**src/rtl/noise_voice_sched_if.sv**
```systemverilog
// noise_voice_sched_if: voice request / LFSR control / noise word bundle for noise_voice_sched
interface noise_voice_sched_if #(parameter int NV = 8, IDW = 3, DSZ = 18);
  logic [NV-1:0]  req;
  logic           hold;
  logic           ovf_clr;
  logic [DSZ-1:0] lfsr_bits;
  logic           lfsr_step;
  logic           out_valid;
  logic [IDW-1:0] out_id;
  logic [DSZ-1:0] out_data;
  logic           busy;
  logic [NV-1:0]  ovf;
  modport master(output req, hold, ovf_clr, lfsr_bits,
                 input lfsr_step, out_valid, out_id, out_data, busy, ovf);
  modport slave(input req, hold, ovf_clr, lfsr_bits,
                output lfsr_step, out_valid, out_id, out_data, busy, ovf);
endinterface

```
**src/rtl/noise_voice_sched.sv**
```systemverilog
// noise_voice_sched: round-robin share of one LFSR noise source among NV voices
module noise_voice_sched #(
  parameter int NV    = 8,
  parameter int IDW   = 3,
  parameter int STEPS = 18,
  parameter int DSZ   = 18
) (
  input logic clk,
  input logic rst_n,
  noise_voice_sched_if.slave bus
);
  typedef enum logic [1:0] {IDLE, SHIFT, DONE} state_t;
  state_t         state;
  logic [4:0]     cnt;
  logic [IDW-1:0] ptr, id, pick, idx;
  logic [NV-1:0]  pend, clr;
  logic           found;
  // Search starts just past the last served voice, wrapping mod NV.
  always_comb begin
    pick = '0;
    idx = '0;
    found = 1'b0;
    for (int k = 1; k <= NV; k++) begin
      idx = IDW'((int'(ptr) + k) % NV);
      if (!found && pend[idx]) begin
        pick = idx;
        found = 1'b1;
      end
    end
  end
  assign clr = (state == DONE) ? (NV'(1) << id) : '0;
  assign bus.busy = state != IDLE;
  always_ff @(posedge clk or negedge rst_n) begin
    if (!rst_n) begin
      state <= IDLE;
      cnt <= '0;
      ptr <= IDW'(NV - 1);
      id <= '0;
      pend <= '0;
      bus.ovf <= '0;
      bus.lfsr_step <= 1'b0;
      bus.out_valid <= 1'b0;
      bus.out_id <= '0;
      bus.out_data <= '0;
    end else begin
      pend <= (pend & ~clr) | bus.req;
      bus.ovf <= (bus.ovf & ~{NV{bus.ovf_clr}}) | (bus.req & pend & ~clr);
      bus.out_valid <= 1'b0;
      case (state)
        IDLE: if (!bus.hold && found) begin
          id <= pick;
          cnt <= 5'(STEPS - 1);
          bus.lfsr_step <= 1'b1;
          state <= SHIFT;
        end
        SHIFT: if (cnt == '0) begin
          bus.lfsr_step <= 1'b0;
          state <= DONE;
        end else cnt <= cnt - 5'd1;
        DONE: begin
          bus.out_data <= bus.lfsr_bits;
          bus.out_id <= id;
          bus.out_valid <= 1'b1;
          ptr <= id;
          state <= IDLE;
        end
        default: state <= IDLE;
      endcase
    end
  end
endmodule

```
**src/flat_wrapper.sv**
```systemverilog
// flat-port wrapper written by rule: the top's interface ports become plain ports
module noise_voice_sched_flat 
#(
  parameter int NV    = 8,
  parameter int IDW   = 3,
  parameter int STEPS = 18,
  parameter int DSZ   = 18
)
  (clk, rst_n, bus_req, bus_hold, bus_ovf_clr, bus_lfsr_bits, bus_lfsr_step, bus_out_valid, bus_out_id, bus_out_data, bus_busy, bus_ovf);
  noise_voice_sched_if #(.NV(NV), .IDW(IDW), .DSZ(DSZ)) bus_i ();
  input logic clk;
  input logic rst_n;
  input wire logic [$bits(bus_i.req)-1:0] bus_req;
  input wire logic [$bits(bus_i.hold)-1:0] bus_hold;
  input wire logic [$bits(bus_i.ovf_clr)-1:0] bus_ovf_clr;
  input wire logic [$bits(bus_i.lfsr_bits)-1:0] bus_lfsr_bits;
  output wire logic [$bits(bus_i.lfsr_step)-1:0] bus_lfsr_step;
  output wire logic [$bits(bus_i.out_valid)-1:0] bus_out_valid;
  output wire logic [$bits(bus_i.out_id)-1:0] bus_out_id;
  output wire logic [$bits(bus_i.out_data)-1:0] bus_out_data;
  output wire logic [$bits(bus_i.busy)-1:0] bus_busy;
  output wire logic [$bits(bus_i.ovf)-1:0] bus_ovf;
  assign bus_i.req = bus_req;
  assign bus_i.hold = bus_hold;
  assign bus_i.ovf_clr = bus_ovf_clr;
  assign bus_i.lfsr_bits = bus_lfsr_bits;
  assign bus_lfsr_step = bus_i.lfsr_step;
  assign bus_out_valid = bus_i.out_valid;
  assign bus_out_id = bus_i.out_id;
  assign bus_out_data = bus_i.out_data;
  assign bus_busy = bus_i.busy;
  assign bus_ovf = bus_i.ovf;
  noise_voice_sched #(.NV(NV), .IDW(IDW), .STEPS(STEPS), .DSZ(DSZ)) u_core (.clk(clk), .rst_n(rst_n), .bus(bus_i));
endmodule
```
**config.mk**
```make
export PLATFORM = sky130hd
export DESIGN_NAME = noise_voice_sched_flat
export DESIGN_NICKNAME = d
export VERILOG_FILES = /design/src/rtl/noise_voice_sched_if.sv /design/src/rtl/noise_voice_sched.sv /design/src/flat_wrapper.sv
export SDC_FILE = /design/constraint.sdc
export NUM_CORES = 1
export LEC_CHECK = 0
export BUFFER_PORTS_ARGS = -buffer_cell sky130_fd_sc_hd__buf_2
export CAP_MARGIN = 20
export CORE_ASPECT_RATIO = 0.9
export CORE_MARGIN = 4
export CORE_UTILIZATION = 32
export DETAILED_ROUTE_END_ITERATION = 10
export SYNTH_ARGS = -nofsm -noshare
export SYNTH_HDL_FRONTEND = slang
export SYNTH_SLANG_ARGS = --single-unit
```
**constraint.sdc**
```tcl
create_clock -name clk -period 3.8 [get_ports clk]
set_input_delay 0.76 -clock clk [delete_from_list [all_inputs] [get_ports clk]]
set_output_delay 0.76 -clock clk [all_outputs]
set_load 0.01 [all_outputs]
```
Yosys cells after proc, flatten, opt, wreduce, memory -nomap -nowiden
Cells that the tools add are included.
{"block": "totals", "regBits": 52, "input_bits": 30, "out_inout_bits": 32}
{"block": "op_classes", "addsub": 9, "order_cmp": 8, "eq_ne": 5, "shift": 1, "n_mux": 43, "bitwise_logic": 8, "reduce_logical": 24}
{"cell": "AND 8 bit", "count": 4}
{"cell": "< comparator 3 x 4 -> 1 bit (second input constant)", "count": 8}
{"cell": "binary-select mux 1 bit (select 3 bit)", "count": 8}
{"cell": "2-to-1 mux 3 bit", "count": 8}
{"cell": "2-to-1 mux 1 bit", "count": 19}
{"cell": "inverter 8 bit", "count": 2}
{"cell": "bitwise OR 8 bit", "count": 2}
{"cell": "adder 3 bit (second input constant)", "count": 4}
{"cell": "2-to-1 mux 5 bit", "count": 2}
{"cell": "case mux 5 bit (2 select lines)", "count": 1}
{"cell": "logical AND 1 bit", "count": 8}
{"cell": "zero test 1 bit", "count": 8}
{"cell": "2-to-1 mux 8 bit", "count": 1}
{"cell": "left shift 1 x 3 -> 8 bit (first input constant)", "count": 1}
{"cell": "adder 3 x 1 -> 3 bit (second input constant)", "count": 2}
{"cell": "adder 3 x 2 -> 3 bit (second input constant)", "count": 2}
{"cell": "AND reduction 3 bit", "count": 2}
{"cell": "zero test 5 bit", "count": 1}
{"cell": "subtractor 5 x 1 -> 5 bit (second input constant)", "count": 1}
{"cell": "2-to-1 mux 2 bit", "count": 2}
{"cell": "!= test 2 x 1 -> 1 bit (second input constant)", "count": 2}
{"cell": "case mux 2 bit (2 select lines)", "count": 1}
{"cell": "AND reduction 2 bit", "count": 2}
{"cell": "nonzero test 2 bit", "count": 2}
{"cell": "5 further kinds", "count": 5}

Depth between registers and ports, before layout
Gate-level depths: netlist of the first run.
{"block": "logic_depth", "word_depth": 28, "depth_mapped": 11, "depth_no_buf": 8}

Worst setup path before layout of the first run
No wires, ideal clock.
{"block": "synth_timing", "path_type": "register -> register", "from": "register u_core.ptr[0]", "to": "register u_core.id[1]", "setup_time_ps": 69, "arrival_time_ps": 2646, "required_time_ps": 3731, "slack_ps": 1085, "path_stages_with_launch": 10, "n_path_buf": 2, "period_less_slack_ps": 2715, "path_cell_list": "dfstp_2 -> buf_6 -> buf_6 -> inv_1 -> ha_1 -> mux4_2 -> mux2_2 -> a31o_1 -> a221o_1 -> nand3_1"}
{"block": "synth_via", "elab_chain_cells": 27}
{"element": "start, declared", "line_no": "noise_voice_sched.sv:15", "rtl": "logic [IDW-1:0] ptr, id, pick, idx;"}
{"element": "start signal, assigned", "line_no": "noise_voice_sched.sv:37", "rtl": "ptr <= IDW'(NV - 1);"}
{"element": "start signal, assigned", "line_no": "noise_voice_sched.sv:64", "rtl": "ptr <= id;"}
{"element": "adder 3 x 1 -> 3 bit", "line_no": "noise_voice_sched.sv:24", "rtl": "idx = IDW'((int'(ptr) + k) % NV);"}
{"element": "binary-select mux 1 bit (select 3 bit)", "line_no": "noise_voice_sched.sv:25", "rtl": "if (!found && pend[idx]) begin"}
{"element": "2-to-1 mux 1 bit (implied by the code)", "line_no": "noise_voice_sched.sv:25"}
{"element": "2-to-1 mux 1 bit", "line_no": "noise_voice_sched.sv:25"}
{"element": "zero test 1 bit", "line_no": "noise_voice_sched.sv:25"}
{"element": "logical AND 1 bit", "line_no": "noise_voice_sched.sv:25"}
{"element": "2-to-1 mux 1 bit", "line_no": "noise_voice_sched.sv:25"}
{"element": "zero test 1 bit", "line_no": "noise_voice_sched.sv:25"}
{"element": "[... 11 more ...]"}
{"element": "zero test 1 bit", "line_no": "noise_voice_sched.sv:25"}
{"element": "logical AND 1 bit", "line_no": "noise_voice_sched.sv:25"}
{"element": "2-to-1 mux 1 bit", "line_no": "noise_voice_sched.sv:25"}
{"element": "zero test 1 bit", "line_no": "noise_voice_sched.sv:25"}
{"element": "logical AND 1 bit", "line_no": "noise_voice_sched.sv:25"}
{"element": "2-to-1 mux 1 bit", "line_no": "noise_voice_sched.sv:25"}
{"element": "logical AND 1 bit", "line_no": "noise_voice_sched.sv:50", "rtl": "IDLE: if (!bus.hold && found) begin"}
{"element": "AND reduction 2 bit (no source line)"}
{"element": "end signal, assigned", "line_no": "noise_voice_sched.sv:51", "rtl": "id <= pick;"}
{"element": "end, declared", "line_no": "noise_voice_sched.sv:15"}
Parallel ways exist; a longest one is shown, timed or not. The select of a mux whose other input is x is not followed.
A chain may end at the register's enable or synchronous reset.

Worst setup path after layout of the first run
{"block": "layout_timing", "from": "register u_core.ptr[1]", "to": "register u_core.id[2]"}
The elaborated chain is that of the path after synthesis.

==> key figures, run 1 <==
Run status
  • Status: complete, no violations

STA
  • Setup violators final: 0
  • Setup TNS: 0 ns
  • Final clock skew: 0.00689 ns
  • Fin. Hold Viols: 0
  • Worst-margin pin slew: 0.857 ns
  • Tcrit/Tclk final: 79.1%
  • Relative slew slack: 42.9%
  • Slew Limit Fails: 0
  • Fmax: 333 MHz
  • Fin crit period: 3.01 ns
  • RSZ-0062 raised after global routing: false

Detailed routing
  • Number of routed nets with antenna violations: 0
  • DRC viols: 0
  • Vias/cell: 4.97
  • WL final: 7100 um
  • DR vias: 2428
  • Initial DRC Count: 159
  • WL per Instance: 14.5 um
  • Drt pass-1 iters: 4

Critical path
  • Crit. End Element: register
  • WS Path Type: reg -> reg
  • Setup crit start kind: register
  • R2r startpoint: u_core.ptr[1]$_DFFE_PN1P_
  • Arrival @ worst endpoint: 3.26 ns
  • Worst r2r path cells: 8
  • R2R setup slack: 0.79 ns
  • Critical Path RT: 4.06 ns
  • RR Endpoint: u_core.id[2]$_DFFE_PN0P_
  • Crit path max fanout: 11

Placed design
  • GP Congestion: 0.902
  • Placed inst area: 3370 um2
  • I/O Buffers: 61
  • Post-DP HPWL: 5180 um

Synth
  • Synth unique cells: 49
  • Yosys reg bits: 52
  • Mapped Cells: 306
  • Post-synth top area share: 41.7%
  • Syn Nets: 340
  • Fraction of registers with async set/reset: 100%
  • Main area contributors after synthesis: dfrtp_1 (42%), nand2_1 (11%), mux4_2 (9.2%)
  • Avg Cell Area, Syn: 9.60 um2
  • Synth Flop Type: dfrtp_1
  • Top-count cell post-synth: nand2_1
  • Sequential area share after synthesis: 44.4%
  • Number of synthesized flops with an enable pin: 0
  • Cell area after synthesis: 2940 um2
  • Synth cell count leaders: nand2_1 (90), dfrtp_1 (49), inv_1 (25)
  • Yosys warning total: 0
  • Area leader, netlist: dfrtp_1

Min path
  • HP Class: reg -> reg
  • Hold depth: 2
  • Hold Path End: u_core.bus.out_id[2]$_DFFE_PN0P_
  • Hold Startpoint: u_core.bus.out_id[2]$_DFFE_PN0P_

Final layout
  • Nets: 403
  • Area of the multi-input gates: 1470 um2
  • Final standard cell area without fillers: 3530 um2
  • Register area: 1310 um2
  • # diodes: 0
  • Layout area overhead: 20.1%
  • Proportion of layout cells with a drive suffix above 1: 27.6%
  • Fillers: 871

Floorplanning
  • Starting density of the core: 33.5%
  • Die height: 98.9 um
  • Die area: 10800 um2
  • Core Area: 8770 um2
  • Rows: 32
  • Die W: 109 um
  • IO Pins: 62

Global route
  • GRT met2 Usage: 21.0%
  • Most Crowded Layer GR: met2
  • First-pass GRT wire length: 12200 um
  • Vias in the first global route: 2420
  • Pin count of the biggest net entering global routing: 38
  • Gr usage total: 14.2%
  • Initial antenna violation count: 0
  • Met1 track demand over resource: 20.5%
  • Met3 GRT Util: 2.55%
  • Gr ovfl total: 0

Clocking
  • Max Buffers Root-to-Sink: 2
  • Sink Count: 52
  • CTS root buf: clkbuf_8
  • CTS tree: yes
  • H-Tree Level Count: 2
  • Post-CTS resize count: 0
  • CTS buffer count: 5
  • Clock latency on the worst-skew pair: 0.31 ns
  • Post-CTS Hold Buffers: 0
  • CTS clock-pin slew for the worst setup and hold paths: 0.10 ns
  • Setup Fix Bufs, Post-CTS: 0

Power
  • LEAKAGE: 1.64 nW
  • Worst VDD drop: 219 uV
  • Pwr per Cell Area: 572 nW/um2

Flow run
  • MaxCap Viol Count: 0
cell usage in the layout, fill, tap and decap left out, drive strengths merged, types with 3 or more instances in the layout:
cell	count
xor2	3
bufinv	3
dfstp	3
nor3	4
mux2i	11
a21oi	7
nand2b	7
clkbuf	5
mux2	3
o22ai	9
buf	67
mux4	12
dfrtp	49
inv	25
nand3	4
o21ai	17
ha	4
a21o	3
nand2	90
nor2	12
o31ai	4
how the worst max path moves through the flow:
stage | from | endpoint | slack (ns) | depth (start not counted)
after floorplan | u_core.ptr[0]$_DFFE_PN1P_ | u_core.id[1]$_DFFE_PN0P_ | 1.08 | 9
after global placement | u_core.ptr[1]$_DFFE_PN1P_ | u_core.id[0]$_DFFE_PN0P_ | 0.89 | 7
after detailed placement | u_core.ptr[1]$_DFFE_PN1P_ | u_core.id[2]$_DFFE_PN0P_ | 0.82 | 8
after CTS | u_core.ptr[1]$_DFFE_PN1P_ | u_core.id[2]$_DFFE_PN0P_ | 0.80 | 8
after global routing | u_core.ptr[1]$_DFFE_PN1P_ | u_core.id[2]$_DFFE_PN0P_ | 0.59 | 8
final | u_core.ptr[1]$_DFFE_PN1P_ | u_core.id[2]$_DFFE_PN0P_ | 0.79 | 8
registers in the layout, indices dropped and copies added (netlist names):
signal,count
u_core.pend,8
u_core.bus.out_id,3
u_core.ptr,3
u_core.bus.lfsr_step,1
u_core.bus.out_valid,1
u_core.state,2
u_core.cnt,5
u_core.id,3
u_core.bus.out_data,18
u_core.bus.ovf,8
kinds of logic (layout without fill, tap and decap cells):
family,Yosys count,count (layout),synth area share [%]
compound gates,55,55,12.0
flops,52,52,44.4
simple gates,128,128,19.2
fa+ha+maj,4,4,1.70
mux,26,26,15.5
xor+xnor,5,5,1.75
buf+inv,36,100,5.45
per-layer routing:
layer / vias to the layer above / wire [um]
met3: 12 / 449
li1: 1175 / -
met1: 1161 / 3320
met4: 0 / 137
met2: 80 / 3200
met5: - / 0
cell type report:
type,instances,area share (%)
timing repair buffer,67,9.92
clock inverter,3,2.55
clock buffer,5,1.95
inverter,25,2.66
multi-input combinational,218,41.7
sequential,52,37.0
tap,119,4.22
critical path, stage by stage, from the launching register on:
cell and delay [ns]:
dfstp_2 0.54, inv_1 0.13, ha_1 0.57, mux4_2 0.65, mux2i_1 0.34, nand3b_1 0.17, o21ai_2 0.31, a32o_1 0.17
a21o_1 0.08
power by group:
group / leakage [nW] / switching, mW / internal [mW]
clock: 0.0784 / 0.199 / 0.329
combinational: 0.973 / 0.360 / 0.301
sequential: 0.587 / 0.112 / 0.719
total: 1.64 / 0.671 / 1.35
stage by stage:
step	hold WS, ns	power, mW	utilization (%)	worst slack (ns)	instances
floorplan	0.455	1.28	-	1.08	306
global placement	0.455	1.50	38.5	0.890	481
detailed placement	0.458	1.51	38.5	0.822	481
CTS	0.484	2.04	40.3	0.803	489
global route	0.502	2.17	40.3	0.594	489
finish	0.480	2.02	40.3	0.793	489
(Power assumes the default switching activity.)
==> run 2, diff against run 1 <==
- clock period: 3.8 -> 2.8 ns (I/O delays scaled with it)
==> key figures, run 2 (synthesized netlist as in run 1, its figures left out) <==
Critical path
  • Critical Path RT: 3.05 ns (-1.01 ns)
  • Worst r2r path cells: 8 (unchanged)
  • Crit path max fanout: 8 (-3)
  • Setup crit start kind: register
  • WS Path Type: reg -> reg
  • Crit. End Element: register
  • Arrival @ worst endpoint: 2.89 ns (-0.37 ns)

Global route
  • Pin count of the biggest net entering global routing: 30 (-21%)
  • Gr ovfl total: 0 (unchanged)
  • Initial antenna violation count: 0 (unchanged)
  • Vias in the first global route: 2528 (+4.5%)
  • First-pass GRT wire length: 12300 um (+0.85%)
  • Gr usage total: 14.1% (-0.071 points)

Detailed routing
  • Drt pass-1 iters: 4 (unchanged)
  • WL per Instance: 14.6 um (+0.21%)
  • DRC viols: 0 (unchanged)
  • DR vias: 2503 (+3.1%)
  • WL final: 7190 um (+1.2%)
  • Initial DRC Count: 200 (+26%)
  • Number of routed nets with antenna violations: 0 (unchanged)
  • Vias/cell: 5.07 (+2.0%)

Floorplanning
  • Core Area: 8770 um2 (unchanged)
  • Rows: 32 (unchanged)
  • Starting density of the core: 33.5% (unchanged)
  • Die W: 109 um (unchanged)
  • Die area: 10800 um2 (unchanged)
  • Die height: 98.9 um (unchanged)
  • IO Pins: 62 (unchanged)

Clocking
  • CTS buffer count: 5 (unchanged)
  • Sink Count: 52 (unchanged)
  • CTS clock-pin slew for the worst setup and hold paths: 0.10 ns (about the same)
  • Post-CTS Hold Buffers: 0 (unchanged)
  • Clock latency on the worst-skew pair: 0.30 ns (about the same)
  • CTS tree: yes
  • Max Buffers Root-to-Sink: 2 (unchanged)
  • H-Tree Level Count: 2 (unchanged)
  • CTS root buf: clkbuf_8

STA
  • Fin. Hold Viols: 0 (unchanged)
  • Setup TNS: 0 ns (unchanged)
  • Slew Limit Fails: 0 (unchanged)
  • Final clock skew: 0.00731 ns (+0.000419 ns)
  • Relative slew slack: 48.2% (+5.3 points)
  • Final setup margin: 0.159 ns (-0.634 ns)
  • RSZ-0062 raised after global routing: true
  • Tcrit/Tclk final: 94.3% (+15 points)
  • Fmax: 379 MHz (+14%)
  • Worst-margin pin slew: 0.767 ns (-0.0901 ns)
  • Setup violators final: 0 (unchanged)
  • Fin crit period: 2.64 ns (-0.366 ns)

Placed design
  • Placed inst area: 3400 um2 (+0.89%)
  • GP Congestion: 0.868 (-3.7%)
  • Post-DP HPWL: 5390 um (+4.2%)
  • I/O Buffers: 61 (unchanged)
  • Place WS: 0.0967 ns (-0.725 ns)

Final layout
  • Biggest register: u_core.bus.out_data
  • Proportion of layout cells with a drive suffix above 1: 28.8% (+1.2 points)
  • Nets: 408 (+1.2%)
  • Most frequent cells in the layout: nand2_1 (90), buf_2 (61), dfrtp_1 (49), inv_1 (25), o21ai_0 (14)
  • Largest regs: u_core.bus.out_data x18, u_core.bus.ovf x8, u_core.pend x8
  • # diodes: 0 (unchanged)
  • Final standard cell area without fillers: 3550 um2 (+0.57%)
  • Register area: 1310 um2 (unchanged)
  • Fillers: 861 (-1.1%)
  • Area of the multi-input gates: 1490 um2 (+1.4%)
  • Max reg flops: 18 (unchanged)
  • Commonest non-fill, non-tap cell in the layout: nand2_1
  • Layout area overhead: 20.8%

Power
  • Pwr per Cell Area: 731 nW/um2 (+28%)
  • LEAKAGE: 1.64 nW (+0.30%)
  • Worst VDD drop: 429 uV (+96%)

Min path
  • HP Class: in -> async

Flow run
  • MaxCap Viol Count: 0 (unchanged)

Run status
  • Status: complete, no violations
==> run 2: layer usage <==
metal	wire (um)	vias to the layer above	part of all wire [%]	global-route usage, %
met4	238	0	3.3	5.73
met1	3170	1206	44	19.1
met5	0	-	0	0
li1	-	1185	-	-
met2	3320	95	46	22.3
met3	465	17	6.5	2.49
==> run 2: power breakdown <==
group	total (mW)	switching, mW	internal, mW
logic	0.926	0.506	0.420
clock network	0.540	0.247	0.292
registers	1.13	0.155	0.976
==> run 2: critical path, stage by stage, from the launching register on <==
cell and delay [ns]:
dfstp_2 0.56, inv_1 0.09, ha_1 0.33, mux4_2 0.60, mux2i_2 0.29, nand3b_1 0.19, o21ai_4 0.27, a32o_1 0.16
a21o_1 0.08
==> run 2: final cells by class <==
type / instances / area share [%]
multi-input cells: 218 / 42.1
flip-flops and latches: 52 / 36.8
repair buffers: 72 / 10.9
well taps: 119 / 4.19
inverters: 25 / 2.64
clock buffers: 6 / 2.33
clock inverters: 2 / 1.09
==> run 2: final timing paths <==
path | startpoint | to | slack [ns]
max reg2reg | u_core.ptr[0]$_DFFE_PN1P_ | u_core.id[2]$_DFFE_PN0P_ | 0.16
min reg2reg | u_core.bus.out_data[8]$_DFFE_PN0P_ | u_core.bus.out_data[8]$_DFFE_PN0P_ | 0.48
min | rst_n | u_core.bus.out_data[1]$_DFFE_PN0P_ | 0.03
min in group clk | bus_lfsr_bits[4] | u_core.bus.out_data[4]$_DFFE_PN0P_ | 0.44
max | u_core.ptr[0]$_DFFE_PN1P_ | u_core.id[2]$_DFFE_PN0P_ | 0.16
max in group asynchronous | rst_n | u_core.ptr[2]$_DFFE_PN1P_ | 2.18
==> run 2: what timing repair did <==
| item | CTS | global route |
|---|---|---|
| buffers inserted | 0 | 1 |
| endpoints found under the setup margin | 0 | 5 |
| gates resized for setup | 0 | 3 |
==> run 2: through the flow <==
step                      hold WS [ns]  utilization (%)  power (mW)  instances
after floorplan                  0.264                -        1.74        306
after global placement           0.367             38.8        2.04        485
after detailed placement         0.369             38.8        2.07        485
after CTS                       0.0285             40.2        2.62        493
after global routing            0.0282             40.5        2.79        494
final                           0.0324             40.5        2.60        494
